===== src/rtl/uart_tx_if.sv =====
// Byte handshake into the uart_tx FIFO.
// The sender holds data_in/valid_in until ready_out is seen high at an edge.
interface uart_tx_if;
    logic [7:0] data_in;
    logic       valid_in;
    logic       ready_out;

    modport master (
        output data_in,
        output valid_in,
        input  ready_out
    );

    modport slave (
        input  data_in,
        input  valid_in,
        output ready_out
    );
endinterface


===== src/rtl/uart_tx.sv =====
// Buffered 8N1 UART transmitter.
// Bytes queue in a small FIFO and go out LSB first on a registered tx line.
module uart_tx #(
    parameter int CLK_FREQ   = 50_000_000,
    parameter int BAUD_RATE  = 115200,
    parameter int FIFO_DEPTH = 4
) (
    input  logic                        clk,
    input  logic                        reset_n,
    uart_tx_if.slave                    bus,
    output logic                        tx,
    output logic                        busy,
    output logic                        tx_done,
    output logic [$clog2(FIFO_DEPTH):0] fifo_count
);

    localparam int CPB = CLK_FREQ / BAUD_RATE;
    localparam int CW  = $clog2(CPB);
    localparam int PW  = $clog2(FIFO_DEPTH);

    localparam logic [CW-1:0] CNT_LAST = CW'(CPB - 1);
    localparam logic [PW:0]   FULL     = (PW + 1)'(FIFO_DEPTH);

    localparam logic [1:0] S_IDLE  = 2'd0;
    localparam logic [1:0] S_START = 2'd1;
    localparam logic [1:0] S_DATA  = 2'd2;
    localparam logic [1:0] S_STOP  = 2'd3;

    logic [7:0]    mem [FIFO_DEPTH];
    logic [PW-1:0] wr_ptr;
    logic [PW-1:0] rd_ptr;
    logic [PW:0]   count;

    logic [1:0]    state;
    logic [CW-1:0] clk_cnt;
    logic [2:0]    bit_idx;
    logic [7:0]    shift;

    logic push;
    logic pop;
    logic bit_end;
    logic tx_next;

    assign bus.ready_out = (count != FULL);
    assign push    = bus.valid_in && bus.ready_out;
    assign pop     = (state == S_IDLE) && (count != '0);
    assign bit_end = (clk_cnt == CNT_LAST);

    assign busy       = (state != S_IDLE) || (count != '0);
    assign fifo_count = count;

    always_ff @(posedge clk) begin
        if (push) begin
            mem[wr_ptr] <= bus.data_in;
        end
    end

    // Pointers wrap naturally since the depth is a power of two.
    always_ff @(posedge clk or negedge reset_n) begin
        if (!reset_n) begin
            wr_ptr <= '0;
            rd_ptr <= '0;
            count  <= '0;
        end else begin
            if (push) begin
                wr_ptr <= wr_ptr + 1'b1;
            end
            if (pop) begin
                rd_ptr <= rd_ptr + 1'b1;
            end
            unique case ({push, pop})
                2'b10:   count <= count + 1'b1;
                2'b01:   count <= count - 1'b1;
                default: count <= count;
            endcase
        end
    end

    always_ff @(posedge clk or negedge reset_n) begin
        if (!reset_n) begin
            state   <= S_IDLE;
            clk_cnt <= '0;
            bit_idx <= '0;
            shift   <= '0;
        end else begin
            unique case (state)
                S_IDLE: begin
                    if (pop) begin
                        shift   <= mem[rd_ptr];
                        clk_cnt <= '0;
                        bit_idx <= '0;
                        state   <= S_START;
                    end
                end
                S_START: begin
                    if (bit_end) begin
                        clk_cnt <= '0;
                        state   <= S_DATA;
                    end else begin
                        clk_cnt <= clk_cnt + 1'b1;
                    end
                end
                S_DATA: begin
                    if (bit_end) begin
                        clk_cnt <= '0;
                        if (bit_idx == 3'd7) begin
                            state <= S_STOP;
                        end else begin
                            bit_idx <= bit_idx + 3'd1;
                        end
                    end else begin
                        clk_cnt <= clk_cnt + 1'b1;
                    end
                end
                S_STOP: begin
                    if (bit_end) begin
                        clk_cnt <= '0;
                        state   <= S_IDLE;
                    end else begin
                        clk_cnt <= clk_cnt + 1'b1;
                    end
                end
                default: begin
                    state <= S_IDLE;
                end
            endcase
        end
    end

    always_comb begin
        tx_next = 1'b1;
        unique case (state)
            S_START: tx_next = 1'b0;
            S_DATA:  tx_next = shift[bit_idx];
            default: tx_next = 1'b1;
        endcase
    end

    // tx and tx_done trail state by one cycle so the pulse lands on
    // the last stop-bit cycle actually seen on the line.
    always_ff @(posedge clk or negedge reset_n) begin
        if (!reset_n) begin
            tx      <= 1'b1;
            tx_done <= 1'b0;
        end else begin
            tx      <= tx_next;
            tx_done <= (state == S_STOP) && bit_end;
        end
    end

endmodule


===== src/flat_wrapper.sv =====
// flat-port wrapper written by rule: the top's interface ports become plain ports
module uart_tx_flat 
#(
    parameter int CLK_FREQ   = 50_000_000,
    parameter int BAUD_RATE  = 115200,
    parameter int FIFO_DEPTH = 4
)
  (clk, reset_n, tx, busy, tx_done, fifo_count, bus_data_in, bus_valid_in, bus_ready_out);
  uart_tx_if bus_i ();
  input  logic clk;
  input  logic reset_n;
  output logic tx;
  output logic busy;
  output logic tx_done;
  output logic [$clog2(FIFO_DEPTH):0] fifo_count;
  input wire logic [$bits(bus_i.data_in)-1:0] bus_data_in;
  input wire logic [$bits(bus_i.valid_in)-1:0] bus_valid_in;
  output wire logic [$bits(bus_i.ready_out)-1:0] bus_ready_out;
  assign bus_i.data_in = bus_data_in;
  assign bus_i.valid_in = bus_valid_in;
  assign bus_ready_out = bus_i.ready_out;
  uart_tx #(.CLK_FREQ(CLK_FREQ), .BAUD_RATE(BAUD_RATE), .FIFO_DEPTH(FIFO_DEPTH)) u_core (.clk(clk), .reset_n(reset_n), .bus(bus_i), .tx(tx), .busy(busy), .tx_done(tx_done), .fifo_count(fifo_count));
endmodule

===== config.mk =====
export PLATFORM = sky130hd
export DESIGN_NAME = uart_tx_flat
export DESIGN_NICKNAME = d
export VERILOG_FILES = /design/src/rtl/uart_tx_if.sv /design/src/rtl/uart_tx.sv /design/src/flat_wrapper.sv
export SDC_FILE = /design/constraint.sdc
export NUM_CORES = 1
export LEC_CHECK = 0
export CORE_ASPECT_RATIO = 0.75
export CORE_UTILIZATION = 53
export DETAILED_ROUTE_END_ITERATION = 8
export MAX_ROUTING_LAYER = met4
export PLACE_DENSITY = 0.85
export SYNTH_ARGS = -nofsm -noshare
export SYNTH_HDL_FRONTEND = slang
export SYNTH_SLANG_ARGS = --single-unit

===== constraint.sdc =====
create_clock -name clk -period 2.4 [get_ports clk]
set_clock_uncertainty 0.1 [all_clocks]
set_input_delay 0.36 -clock clk [delete_from_list [all_inputs] [get_ports clk]]
set_output_delay 0.36 -clock clk [all_outputs]
set_load 0.05 [all_outputs]

Word-level counts from Yosys, hierarchy flattened
Memories as Yosys holds them, arrays and structs flattened. A register that Yosys moved wholly into a read port is not among the register bits.
Index checks and enable logic that the tools add are counted.

word-level totals
  register bits after elaboration = 23
  bits in latches = 0
  memory bits (writable) = 32
  memory bits (read-only) = 0
  input bits = 11
  output and inout bits = 7
  word-level logic and storage cells = 63
  memories kept = 1

operators by class
  add/subtract/negate cells = 6
  $mul = 0
  div/mod/pow operators = 0
  order comparisons = 1
  eq/ne operators = 14
  shift operators = 0
  muxes and demuxes = 19
  bitwise logic cells = 0
  reductions and logical operators = 14

memories
  memory      depth  bits a word  read ports  clocked after memory_dff  wr ports  RTL line       text
  u_core.mem  4      8            1           1                         1         uart_tx.sv:29  logic [7:0] mem [FIFO_DEPTH];

operator list
  kind                 count
  $mux 9               2
  $pmux 9 s2           1
  $pmux 3 s2           2
  $mux 2               5
  $ne 2x1->1 const B   5
  $add 9x1->9 const B  1
  $eq 9x9->1 const B   1
  $mux 3               3
  $pmux 2 s4           1
  $add 3x1->3 const B  2
  $eq 2x2->1 const B   3
  $reduce_bool 2->1    3
  $reduce_and 5->1     1
  $add 2x1->2 const B  2
  $eq 2x1->1 const B   2
  $lt 3x4->1 const B   1
  $reduce_and 4->1     1
  $bmux 1 s3           1
  $eq 3x3->1 const B   1
  $logic_and 1x1->1    3
  $mux 1               3
  $ne 3x3->1 const B   1
  $reduce_bool 3->1    1
  $reduce_or 3->1      1
  other kinds (7)      7

Depth between registers and ports, before layout
  word-level depth = 4
  gate-level depth with buffers = 11
  gate-level depth less buffers = 10

Least setup slack after synthesis
No wires, ideal clock.

  kind = register to register
  start point = reg u_core.count[2], in the netlist u_core.fifo_count[2]
  end point = reg u_core.count[2], in the netlist u_core.fifo_count[2]
  setup time = 0.082 ns
  arrival = 2.673 ns
  data required time = 2.218 ns
  path slack = -0.455 ns
  cell stages (with the launch flop) = 10
  buffers on the path = 0
  period minus slack after synthesis = 2.855 ns
  cells stage by stage = dfrtp_1 -> nand3_1 -> and2_1 -> inv_1 -> ha_1 -> inv_1 -> fa_1 -> xor2_1 -> nor2_1 -> xor2_1

on the way
  longest elaborated chain between the ends = 4
  elaborated cells on any way between the ends = 10
  those cells by class = 2 x add/sub; 3 x eq/ne; 1 x mux; 4 x reduce/logical

ends and longest elaborated chain
  item                                             RTL line            text
  from (decl)                                      uart_tx.sv:32       logic [PW:0] count;
  from (signal assigned)                           uart_tx.sv:72       2'b10: count <= count + 1'b1;
  from (signal assigned)                           uart_tx.sv:73       2'b01: count <= count - 1'b1;
  from (signal assigned)                           uart_tx.sv:74       default: count <= count;
  $ne 3x3->1 *                                     uart_tx.sv:44       assign bus.ready_out = (count != FULL);
  named net bus_ready_out                          flat_wrapper.sv:18  output wire logic [$bits(bus_i.ready_out)-1:0] bus_ready_out;
  $logic_and 1x1->1 *                              uart_tx.sv:45       assign push = bus.valid_in && bus.ready_out;
  $eq 2x1->1 or $eq 2x2->1 (tied branches)         uart_tx.sv:71       unique case ({push, pop})
  $pmux 3 s2 or $reduce_bool 2->1 (tied branches)  n/a

Mark *: on every way through the listed nets, which the timed path passes. The rest lies on a longest branch.
A chain may end at the register's enable or synchronous reset.

Worst setup path after layout
  start point = reg u_core.count[0], in the netlist u_core.fifo_count[0]
  end point = out bus_ready_out

on the way
  longest elaborated chain between the ends = 1

ends and longest elaborated chain
  item        RTL line
  $ne 3x3->1  uart_tx.sv:44
  to (decl)   flat_wrapper.sv:18

Every way passes these cells.

==> flow_summary.yaml <==
synth:
  yosys.area_share.simple_pct: 11.8
  synth_compound_gate_area_share_pct: 5.13
  yosys_register_bits: 63
  synth_area_um2: 2850
  synthTopCellsByArea: "edfxtp_1, dfrtp_1, mux4_2, ha_1, nand2_1"
  synthAdderAreaFrac_pct: 6.84
  synth_xor_area_share_pct: 1.84
  synth_cells: 207
  syn_area_per_cell_um2: 13.8
  synth_edf_count: 32
  mappedNetlistNets: 233
  synth_top_flop_cell: "edfxtp_1"
  synth_area_leader_cell: "edfxtp_1"
  ys_warn_count: 0
  synth_cell_types: 42
  synth_top_area_share_pct: 33.7
  synth_top_family_by_area: "simple AND/OR/NAND/NOR gates"
  synth_mux_area_share_pct: 10.8
  synth_seq_area_share_pct: 60.9
  async_flop_share_pct: 49.2
route:
  avgRoutedWirePerCell_um: 15.0
  dr.pass1.iters: 4
  dr_total_vias: 1601
  viasPerCell: 5.13
  post-route-drc-count: 0
  totalWireLength_um: 4670
  drtIter0Drc: 90
  ant_nets: 0
placement:
  place_congestion: 0.748
  port_buffers: 17
  dp.cells: 296
  pre_cts_slack_ps: 118
  dpl.hpwl_um: 3240
sta:
  setup_viol: 0
  period_minus_slack_ps: 2220
  rsz0062_at_grt: "false"
  finalMaxSlewViolations: 0
  hold_violations: 0
  worstMarginPinSlew_ps: 611
  max_freq_mhz: 451
  period_share_pct: 92.4
  setup_tns_ps: 0
  slew_headroom_pct: 59.3
  final.setup.worst_slack_ps: 183
clock_network:
  tritoncts: "built"
  clock_latency_ps: 340
  cts_root_buf: "clkbuf_8"
  htreeDepth: 3
  clk_path_buf_depth: 2
  cts_setup_buffers: 0
  cts_buffers: 9
  clk_pin_slew_ps: 70
  cts.sinks: 63
floorplan:
  initial_core_util_pct: 56.6
  die_w_um: 86.7
  die-area_um2: 5680
  fp.dieH_um: 65.5
  top_level_ports: 18
  placement_rows: 22
  core_area_um2: 5040
global_route:
  antenna_found_initial: 0
  grt_pass1_vias: 1625
  grtUsageTotal_pct: 20.8
  overflow: 0
  grt_pass1_wl_um: 8110
  grt_start_max_net_pins: 32
finish:
  fill_cells: 370
  stdcell_count: 312
  multiInputGateArea_um2: 1050
  syn_to_final_growth_pct: 16.9
  nNetsFinal: 261
  ff_latch_area_um2: 1740
  drive_gt1_share_pct: 18.8
  diodes: 0
power:
  leakage_nw: 1.38
  powerDensity_nw_per_um2: 1220
  ir_drop_mv: 0.620
status:
  status: "finished, final reports clean"
setup_path:
  crit_type: "flip-flop to primary output"
  path_max_fanout: 6
  cp-start-kind: "flip-flop"
  cp.required_ps: 1940
  cpPeakStageDelay_ps: 810
  critPathArrivalTime_ps: 1760
  crit_chain: "inv_1 -> nand3_4 -> clkdlybuf4s50_1"
  endpoint_kind: "primary output"
  crit_path_top_delay_cell: "clkdlybuf4s50_1"
  reg2reg_depth: 10
run:
  drv_cap: 0
worst_hold_path:
  hold_class: "input port to async pin"
cells by family after synthesis:
kind of cell / Yosys count
AO/OA/AOI/OAI: 21
multiplexers: 18
flip-flops: 63
buffers and inverters: 19
adder cells (fa/ha/maj): 15
AND/OR/NAND/NOR: 65
XOR/XNOR: 6
layout by cell type, fill, tap and decap left out, drive strengths merged, types with 5 or more instances in the layout:
cell type	count
nand2	34
edfxtp	32
dfrtp	30
clkdlybuf4s50	16
inv	16
ha	14
mux4	10
clkbuf	10
and3	7
o21ai	7
nand3	7
mux2i	6
buf	5
report_power, final:
| group | internal, W | total [W] | leakage, nW | switching (W) |
|---|---|---|---|---|
| Clock | 0.000484 | 0.000900 | 0.0891 | 0.000415 |
| Combinational | 0.000656 | 0.00145 | 0.607 | 0.000796 |
| Sequential | 0.00147 | 0.00173 | 0.680 | 0.000259 |
synth_stat cells, types with 2 or more instances:
cell	instances
xnor2_1	4
a21oi_1	2
o21ai_0	6
nor2_1	2
and2_1	2
nand2_1	33
dfrtp_1	30
edfxtp_1	32
or3_1	3
mux2i_1	6
mux4_2	10
ha_1	14
inv_1	13
xor2_1	2
a21o_1	2
and3_1	7
nand2b_1	3
nand3_1	7
a41oi_1	2
inv_2	2
buf_2	2
a31oi_1	3
state kept, by name, indices dropped and copies added, names as in the netlist:
register           flops
u_core.tx              1
u_core.shift           8
u_core.bit_idx         3
u_core.tx_done         1
u_core.clk_cnt         9
u_core.state           2
u_core.mem            32
u_core.rd_ptr          2
u_core.wr_ptr          2
u_core.fifo_count      3
critical path: cells and delay by family, from the launching register on:
kind / cells / cell delay, ps
buf+inv: 2 / 910
flops: 1 / 400
simple gates: 1 / 110
per-layer routing:
metal	track usage [%]	routed length, µm
met4	6.25	10
met5	-	0
met1	25.8	2210
met3	8.04	197
met2	32.0	2260
worst paths after layout:
check | start | end | slack [ps]
min | reset_n | u_core.state[0] | 310
max | u_core.fifo_count[0] | bus_ready_out | 180
max reg2reg | u_core.fifo_count[0] | u_core.fifo_count[2] | 270
min in group clk | u_core.shift[6] | u_core.shift[6] | 380
min reg2reg | u_core.shift[6] | u_core.shift[6] | 380
max in group asynchronous | reset_n | u_core.tx | 1580
stage by stage:
| step | hold slack, ps | total power (W) | area, µm² | utilization [%] |
|---|---|---|---|---|
| detailed placement | 364 | 0.00322 | 3140 | 62.2 |
| global route | 324 | 0.00440 | 3330 | 66.2 |
| global placement | 354 | 0.00315 | 3140 | 62.2 |
| finish | 309 | 0.00408 | 3330 | 66.2 |
| CTS | 299 | 0.00413 | 3330 | 66.2 |
| floorplan | -35.6 | 0.00280 | 2870 | - |
timing repair:
action / CTS / global route
setup endpoints to repair: 1 / 0
hold endpoints to repair: 0 / 0
hold buffers: 0 / 0
gates resized for setup: 1 / 0
cell type report:
class                      count  area share, %
tap                           72           2.70
timing repair buffer          21           5.93
clock buffer                  10           3.83
inverter                      15           1.69
multi-input combinational    125           31.5
sequential                    63           52.2
clock inverter                 6           2.10
Power figures use the tool's default switching activity.
